File: src/rtl/alu_op_sequencer.sv
// Command sequencer for a combinational four-function ALU: it owns a small register
// file, issues registered operands, captures Sum and returns the result over valid/ready.
module alu_op_sequencer #(
    parameter int WIDTH      = 5,
    parameter int REG_ADDR_W = 2
) (
    input  logic                  clk,
    input  logic                  reset,
    input  logic                  cmd_valid,
    output logic                  cmd_ready,
    input  logic [2:0]            cmd_op,
    input  logic [REG_ADDR_W-1:0] cmd_rd,
    input  logic [REG_ADDR_W-1:0] cmd_rs1,
    input  logic [REG_ADDR_W-1:0] cmd_rs2,
    input  logic [WIDTH-1:0]      cmd_imm,
    output logic [WIDTH-1:0]      A,
    output logic [WIDTH-1:0]      B,
    output logic [1:0]            Select,
    input  logic [WIDTH-1:0]      Sum,
    output logic                  rsp_valid,
    input  logic                  rsp_ready,
    output logic [WIDTH-1:0]      rsp_data,
    output logic                  rsp_zero,
    output logic                  busy
);
    typedef enum logic [1:0] {IDLE, ISSUE, CAPTURE, RESP} state_t;

    localparam logic [2:0] OP_LOADI = 3'd4;
    localparam logic [2:0] OP_READ  = 3'd5;
    localparam int         NREGS    = 2 ** REG_ADDR_W;

    state_t                state, state_next;
    logic [2:0]            op_q;
    logic [REG_ADDR_W-1:0] rd_q, rs1_q, rs2_q;
    logic [WIDTH-1:0]      imm_q;
    logic [WIDTH-1:0]      regs [NREGS];
    logic [WIDTH-1:0]      result;
    logic                  wr_en;

    // NOTE: sequential state uses non-blocking assignments so every flop samples pre-edge values.
    always_ff @(posedge clk) begin
        if (reset) state <= IDLE;
        else       state <= state_next;
    end

    // NOTE: every combinational output gets a default first so no path infers a latch.
    always_comb begin
        state_next = state;
        unique case (state)
            IDLE:    if (cmd_valid) state_next = cmd_op[2] ? CAPTURE : ISSUE;
            ISSUE:   state_next = CAPTURE;
            CAPTURE: state_next = RESP;
            RESP:    if (rsp_ready) state_next = IDLE;
            default: state_next = IDLE;
        endcase
    end

    // Ops 0-3 have op[2] clear; Sum is only meaningful in CAPTURE, one cycle after ISSUE.
    always_comb begin
        result = '0;
        wr_en  = 1'b0;
        if (!op_q[2]) begin
            result = Sum;
            wr_en  = 1'b1;
        end else if (op_q == OP_LOADI) begin
            result = imm_q;
            wr_en  = 1'b1;
        end else if (op_q == OP_READ) begin
            result = regs[rs1_q];
        end
    end

    assign cmd_ready = (state == IDLE) && !reset;
    assign busy      = (state != IDLE);

    // NOTE: the register file is tiny and must read back as zero after reset, so it is reset like any flop.
    always_ff @(posedge clk) begin
        if (reset) begin
            for (int i = 0; i < NREGS; i++) regs[i] <= '0;
            op_q      <= '0;
            rd_q      <= '0;
            rs1_q     <= '0;
            rs2_q     <= '0;
            imm_q     <= '0;
            A         <= '0;
            B         <= '0;
            Select    <= 2'b00;
            rsp_valid <= 1'b0;
            rsp_data  <= '0;
            rsp_zero  <= 1'b0;
        end else begin
            if (state == IDLE && cmd_valid) begin
                op_q  <= cmd_op;
                rd_q  <= cmd_rd;
                rs1_q <= cmd_rs1;
                rs2_q <= cmd_rs2;
                imm_q <= cmd_imm;
            end
            if (state == ISSUE) begin
                A      <= regs[rs1_q];
                B      <= regs[rs2_q];
                Select <= op_q[1:0];
            end
            if (state == CAPTURE) begin
                if (wr_en) regs[rd_q] <= result;
                rsp_data  <= result;
                rsp_zero  <= (result == '0);
                rsp_valid <= 1'b1;
            end
            if (state == RESP && rsp_ready) rsp_valid <= 1'b0;
        end
    end
endmodule

File: config.mk
export PLATFORM = sky130hd
export DESIGN_NAME = alu_op_sequencer
export DESIGN_NICKNAME = d
export VERILOG_FILES = /design/src/rtl/alu_op_sequencer.sv
export SDC_FILE = /design/constraint.sdc
export NUM_CORES = 1
export LEC_CHECK = 0
export ABC_CLOCK_PERIOD_IN_PS = 4400
export BUFFER_PORTS_ARGS = -buffer_cell sky130_fd_sc_hd__buf_2
export CAP_MARGIN = 20
export CORE_MARGIN = 8
export CORE_UTILIZATION = 59
export CTS_CLUSTER_DIAMETER = 100
export CTS_CLUSTER_SIZE = 10
export DETAILED_ROUTE_END_ITERATION = 10
export PLACE_DENSITY = 0.84
export SYNTH_ARGS = -nofsm -noshare
export SYNTH_HDL_FRONTEND = slang
export SYNTH_SLANG_ARGS = --single-unit
File: constraint.sdc
create_clock -name clk -period 4.4 [get_ports clk]
set_input_delay 0.22 -clock clk [delete_from_list [all_inputs] [get_ports clk]]
set_output_delay 0.22 -clock clk [all_outputs]
set_load 0.02 [all_outputs]
==> impl_metrics.csv, run 1 <==
group,metric,value,unit
status,status,"complete, no violations",
routing,first_iter_violations,173,
sta,slew_viol_final,0,
pwr,p_int,0.00103,W
yosys,avgSynthCellArea,10.7,um^2
cts,clkSlewWorstSetupHoldPaths,0.06,ns
floorplanning,die_w,81.1,um
worst_setup_path,critical-path-top-delay-family,"simple AND/OR/NAND/NOR gates",
cts,cts_resized,0,
layout,diodes,0,
pwr,netSwitchingPower,0.000553,W
cts,clk_latency,0.33,ns
worst_setup_path,slowest_stage,"ha_1",
sta,clock_skew,0.00518,ns
cts,clockBufferDepth,2,
yosys,synth.area.top_cells,"dfxtp_1 30%, edfxtp_1 24%, mux4_2 9.0%",
sta,tightest_slew,0.791,ns
sta,period_minus_slack,2.42,ns
global_routing,grt_remaining_overflow,0,
layout,syn2layout_area_growth,15.5,%
floorplanning,ioPinCount,44,
sta,slew_headroom,47.2,%
worst_setup_path,cp.arrival,2.44,ns
worst_setup_path,setup.worst_path.class,"flop to flop",
pwr,p_per_area,548,nW/um^2
routing,ant_nets,0,
floorplanning,dieArea,6580,um^2
yosys,synthesis.nets,262,
placed_design,portBuffers,43,
yosys,synth_largest_area_cell,"dfxtp_1",
sta,finalCritPeriodShare,54.9,%
floorplanning,coreArea,4030,um^2
yosys,postSynthCellCount,234,
worst_setup_path,worst-path-max-fanout,15,
pwr,switching_share,34.9,%
pwr,pwr-share-clk,25.9,%
global_routing,antenna_found_initial,0,
cts,htreeDepth,3,
yosys,synth-seq-cells,57,
global_routing,grtUsageTotal,18.1,%
routing,wire_per_inst,16.8,um
worst_setup_path,startpoint,"state[0]$_SDFFE_PP0P_",
pwr,p_seq_share,44.3,%
cts,cts.sinks,57,
floorplanning,initial_core_util,62.1,%
floorplanning,rows,23,
layout,nFillCells,317,
yosys,ys_types,33,
placed_design,place_congestion,0.824,
floorplanning,die_h,81.1,um
pwr,peakVddDrop,0.374,mV
worst_setup_path,crit_buf_inv,1,
global_routing,grt_start_max_net_pins,42,
cts,post_cts.repair.setup_buffers,0,
sta,setup_viol,0,
cts,cts_tree,"built",
flow_run,cap_violations,0,
sta,hold_viol,0,
yosys,yosys_warnings,0,
routing,finalWirelength,5.55,mm
routing,vias,1869,
sta,fin_setup_tns,0,ns
global_routing,grt_pass1_wl,8.91,mm
hold_path,min_from,"rsp_ready",
cts,cts_inserted_buffers,9,
pwr,pwr-share-comb,29.8,%
sta,rsz0062_at_grt,"no",
yosys,synth_top_area_share,29.6,%
layout,finalNetCount,304,
sta,setup_slack,1.98,ns
worst_setup_path,start_kind,"flop",
cts,ctsHoldBuffers,0,
yosys,syn_area,2500,um^2
worst_setup_path,required,4.42,ns
worst_setup_path,crit_path_max_incr_delay,0.46,ns
placed_design,hpwl,4.07,mm
routing,first_pass_iters,4,
worst_setup_path,cp-end-kind,"flop",
pwr,p_leak,1.15,nW
cts,cts-root-buf,"clkbuf_8",
layout,post-route-util,71.7,%
sta,whs,0.0807,ns
layout,final_layout_size_suffix_gt1_share,25.6,%
routing,vias_per_cell,5.65,
yosys,yosysSeqAreaShare,53.6,%
hold_path,hp-class,"input pin to flop",
worst_setup_path,crit_chain,"inv_1 > ha_1 > nor2b_1 > nand2_1 > or3_1 > nand2b_1",
routing,route.detailed.drc,0,
placed_design,pre_cts_slack,2.01,ns
sta,fmax,414,MHz
worst_setup_path,worstReg2RegStart,"state[0]$_SDFFE_PP0P_",
global_routing,grt_pass1_vias,1884,
[routing by layer]
| layer | wire length (um) | vias up | track usage, % |
|---|---|---|---|
| li1 | - | 908 | - |
| met1 | 2350 | 886 | 21.1 |
| met2 | 2700 | 62 | 29.1 |
| met3 | 371 | 13 | 6.95 |
| met4 | 131 | 0 | 8.21 |
| met5 | 0 | - | 0 |
[registers in the layout (all words and copies together) (netlist names), named ones only]
name / flops
rs1_q: 2
rsp_zero: 1
rd_q: 2
op_q: 3
B: 5
imm_q: 5
state: 2
Select: 2
regs: 20
A: 5
rsp_valid: 1
rsp_data: 5
rs2_q: 2
[path summary, 6_finish.rpt]
check,to,slack [ns],depth (start not counted)
worst max-delay path,regs[0][1]$_SDFFCE_PN0P_,1.98,6
worst min-delay path,rsp_valid$_SDFFE_PP0P_,0.08,2
worst max register to register,regs[0][1]$_SDFFCE_PN0P_,1.98,6
worst min register to register,imm_q[0]$_SDFFE_PP0P_,0.46,2
[metrics by stage]
| step | instances | power (W) | cell area (um^2) |
|---|---|---|---|
| after CTS | 331 | 0.00159 | 2890 |
| final | 331 | 0.00158 | 2890 |
| after global placement | 315 | 0.00116 | 2730 |
| after floorplan | 234 | 0.00105 | 2500 |
| after detailed placement | 315 | 0.00118 | 2730 |
| after global routing | 331 | 0.00167 | 2890 |
[logic make-up after synthesis]
family	share of synthesized area, %
AOI/OAI and AO/OA	11.2
buffers and inverters	3.35
muxes	13.8
and+or+nand+nor	15.6
DFF	53.6
adders and majority gates	2.50
[cell usage in the layout, fill, tap and decap left out, types with 2 or more instances in the layout]
master	synthesis	layout
inv_1	8	8
a21oi_2	4	4
nor2_1	40	40
nand4b_1	2	2
a21oi_1	15	15
a211oi_1	8	8
dfxtp_1	37	37
o22ai_1	5	5
nand2b_1	3	3
clkinv_1	0	3
buf_2	1	43
edfxtp_1	20	20
nand2_1	36	36
mux2i_1	12	12
clkbuf_8	0	10
nor2b_1	3	3
ha_1	5	5
clkinv_2	0	2
mux4_2	10	10
[Yosys cell counts]
cell type and number:
mux2i_1 12, nor2_2 1, a211o_1 1, o22ai_1 5, nor2b_1 3, or2_1 1
ha_1 5, a21oi_1 15, and2_0 1, a41o_1 1, o221ai_1 1, clkbuf_1 9
nor4bb_1 1, mux4_2 10, a31o_1 1, buf_1 1, nand2_1 36, nand2b_1 3
a21oi_2 4, inv_1 8, nor4_1 1, dfxtp_1 37, nor2_1 40, buf_6 1
a211oi_1 8, nand4b_1 2, a211oi_4 1, buf_2 1, or3_1 1, o41ai_2 1
o21ai_1 1, edfxtp_1 20, nor3b_1 1
[power groups by stage]
stage                     combinational [W]  clock [W]  sequential, W
after floorplan                    0.000324          0       0.000728
after global placement             0.000458          0       0.000707
after detailed placement           0.000471          0       0.000711
after CTS                          0.000473   0.000414       0.000701
after global routing               0.000518   0.000438       0.000713
final                              0.000472   0.000410       0.000702
[layout make-up]
type                            count  area [um^2]  area share, %
Tap cell                           50         62.6           2.17
Clock inverter                      5         21.3          0.737
Timing Repair Buffer               43          215           7.45
Multi-Input combinational cell    157         1080           37.3
Sequential cell                    57         1340           46.4
Inverter                            8         30.0           1.04
Clock buffer                       11          141           4.90
Power figures use the tool's default switching activity.
==> run 2, diff against run 1 <==
==> config.mk (replaced) <==
export PLATFORM = sky130hd
export DESIGN_NAME = alu_op_sequencer
export DESIGN_NICKNAME = d
export VERILOG_FILES = /design/src/rtl/alu_op_sequencer.sv
export SDC_FILE = /design/constraint.sdc
export NUM_CORES = 1
export LEC_CHECK = 0
export ABC_AREA = 1
export ABC_CLOCK_PERIOD_IN_PS = 2310
export BUFFER_PORTS_ARGS = -buffer_cell sky130_fd_sc_hd__buf_2
export CAP_MARGIN = 20
export CORE_MARGIN = 8
export CORE_UTILIZATION = 56
export CTS_CLUSTER_DIAMETER = 100
export CTS_CLUSTER_SIZE = 10
export DETAILED_ROUTE_END_ITERATION = 10
export PLACE_DENSITY = 0.79
export SYNTH_ARGS = -nofsm -noshare
export SYNTH_HDL_FRONTEND = slang
export SYNTH_SLANG_ARGS = --single-unit
==> constraint.sdc (replaced) <==
create_clock -name clk -period 2.31 [get_ports clk]
set_input_delay 0.1155 -clock clk [delete_from_list [all_inputs] [get_ports clk]]
set_output_delay 0.1155 -clock clk [all_outputs]
set_load 0.02 [all_outputs]
==> run 2 against run 1 <==
Cell count up 35%. Worst setup slack worse by 1.6 ns. Via count up 27%. Global-route usage down 0.25 points. Largest cell class unchanged. Sequential power up 110%. Die area up 9.3%. Non-clock buffer count up 7. Critical path type unchanged. Sequential share of layout area down 3.4 points. Flip-flop and latch count unchanged. Hold slack worse by 0.052 ns.
==> impl_metrics.csv, run 2 <==
group,metric,value,unit
status,status,"complete, no violations",
layout,syn2layout_area_growth,17.7,%
routing,first_iter_violations,135,
global_routing,antenna_found_initial,0,
floorplanning,rows,25,
routing,ant_nets,0,
worst_setup_path,start_kind,"flop",
yosys,synth_largest_area_cell,"dfxtp_1",
pwr,p_leak,1.54,nW
hold_path,hp-class,"input pin to flop",
worst_setup_path,critical-path-top-delay-family,"adder cells",
worst_setup_path,slowest_stage,"ha_1",
sta,setup_viol,0,
floorplanning,dieArea,7190,um^2
cts,clockBufferDepth,2,
global_routing,grt_remaining_overflow,0,
yosys,postSynthCellCount,338,
layout,diodes,0,
hold_path,hold-path-cell-count,3,
yosys,ys_types,24,
worst_setup_path,crit_path_max_incr_delay,0.40,ns
placed_design,portBuffers,43,
sta,slew_viol_final,0,
placed_design,pre_cts_slack,0.409,ns
yosys,yosysSeqAreaShare,50.6,%
worst_setup_path,crit_buf_inv,2,
yosys,synth-seq-cells,57,
sta,rsz0062_at_grt,"no",
layout,final_cell_mix,"58 x nor2_1, 55 x nand2_1, 45 x o21ai_0",
pwr,peakVddDrop,0.587,mV
global_routing,grt_pass1_vias,2317,
sta,slew_headroom,69.5,%
layout,final_common_cell,"nor2_1",
cts,cts_inserted_buffers,9,
sta,finalCritPeriodShare,83.7,%
routing,first_pass_iters,5,
floorplanning,coreArea,4630,um^2
yosys,avgSynthCellArea,7.84,um^2
layout,largest_register_ffs,20,
yosys,ys_top_cells_by_count,"58 x nor2_1, 55 x nand2_1, 45 x o21ai_0",
sta,fin_setup_tns,0,ns
worst_setup_path,worst-path-stages,7,
sta,fmax,517,MHz
routing,vias_per_cell,5.33,
flow_run,cap_violations,0,
routing,finalWirelength,6.16,mm
global_routing,grt_start_max_net_pins,21,
placed_design,dpl-instance-area,2920,um^2
placed_design,place_congestion,0.993,
routing,vias,2375,
layout,finalNetCount,415,
pwr,p_per_area,1130,nW/um^2
worst_setup_path,worst-path-max-fanout,11,
yosys,synthesis.nets,366,
global_routing,grt_pass1_wl,10.1,mm
routing,wire_per_inst,13.8,um
worst_setup_path,cp-end-kind,"flop",
floorplanning,ioPinCount,44,
sta,setup_slack,0.375,ns
yosys,synth.area.top_cells,"dfxtp_1 28%, edfxtp_1 23%, o21ai_0 8.5%",
worst_setup_path,crit_chain,"inv_1 > ha_1 > o21ai_2 > nor2_4 > nand2_2 > o21ai_0 > buf_4",
cts,clk_latency,0.33,ns
placed_design,place_inst,429,
worst_setup_path,setup.worst_path.class,"flop to flop",
placed_design,hpwl,4.74,mm
worst_setup_path,cp.arrival,1.98,ns
layout,stdcell_area,3120,um^2
yosys,ys.flop_type,"dfxtp_1",
floorplanning,die_h,84.8,um
cts,cts-root-buf,"clkbuf_8",
sta,period_minus_slack,1.93,ns
sta,hold_viol,0,
layout,nFillCells,380,
cts,post_cts.repair.setup_buffers,0,
floorplanning,initial_core_util,57.2,%
layout,final_cells,446,
worst_setup_path,required,2.36,ns
yosys,synth_top_area_share,28.0,%
yosys,synth.most_common_cell,"nor2_1",
yosys,async_flop_share,0,%
worst_setup_path,r2r_cells,7,
floorplanning,die_w,84.8,um
layout,final_layout_size_suffix_gt1_share,20.7,%
cts,cts_tree,"built",
yosys,yosys_warnings,0,
cts,cts.sinks,57,
sta,tightest_slew,0.457,ns
yosys,synth_edf_count,20,
sta,clock_skew,0.0128,ns
cts,htreeDepth,3,
routing,route.detailed.drc,0,
global_routing,grtUsageTotal,17.9,%
cts,clkSlewWorstSetupHoldPaths,0.07,ns
yosys,syn_area,2650,um^2
layout,largest-register,"regs",
## run 2: repair_timing
item	4_1_cts	5_1_grt
endpoints found under the hold margin	1	0
hold buffers	1	0
resized for setup	0	0
## run 2: worst paths after layout
path / startpoint / end / slack [ns]
max: state[0]$_SDFFE_PP0P_ / regs[0][3]$_SDFFCE_PN0P_ / 0.38
min reg2reg: rsp_zero$_SDFFE_PP0P_ / rsp_zero$_SDFFE_PP0P_ / 0.47
min: cmd_op[1] / op_q[1]$_SDFFE_PP0P_ / 0.03
max reg2reg: state[0]$_SDFFE_PP0P_ / regs[0][3]$_SDFFCE_PN0P_ / 0.38
## run 2: power breakdown
part	switching [W]	internal [W]
sequential	0.000173	0.00127
clock	0.000415	0.000453
combinational	0.000805	0.000401
total	0.00139	0.00213
## run 2: final cells by class
cell class / count / area [um^2] / share of cell area (%)
clock inverter: 6 / 41.3 / 1.32
tap: 54 / 67.6 / 2.17
multi-input combinational: 222 / 1070 / 34.4
clock buffer: 10 / 149 / 4.78
inverter: 47 / 176 / 5.66
timing repair buffer: 50 / 270 / 8.67
sequential: 57 / 1340 / 43.0
## run 2: logic make-up (layout without fill, tap and decap cells)
family,count (synthesis),count (layout),synth area share (%)
buffers and inverters,59,113,8.92
adder cells (fa/ha/maj),5,5,2.36
AND/OR/NAND/NOR,148,148,24.4
AO/OA/AOI/OAI,69,69,13.7
flip-flops,57,57,50.6
## run 2: worst reg2reg max path: stages (launching register included)
cell     delay (ns)
dfxtp_1        0.33
inv_1          0.11
ha_1           0.40
o21ai_2        0.14
nor2_4         0.17
nand2_2        0.13
o21ai_0        0.19
buf_4          0.17
## run 2: per-layer routing
layer	routed length (um)	GRT usage [%]	up-vias	part of all wire, %
li1	-	-	1186	-
met1	2670	19.5	1057	43
met2	2910	29.5	112	47
met3	402	5.66	20	6.5
met4	176	11.3	0	2.9
met5	0	0	-	0
## run 2: stage by stage
step / hold WS (ns) / total power (W) / util, %
2_1_floorplan: 0.210 / 0.00231 / -
3_3_place_gp: 0.312 / 0.00264 / 63.0
4_1_cts: 0.0213 / 0.00353 / 67.4
3_5_place_dp: 0.314 / 0.00267 / 63.0
6_report: 0.0285 / 0.00352 / 67.4
5_1_grt: 0.0360 / 0.00377 / 67.4
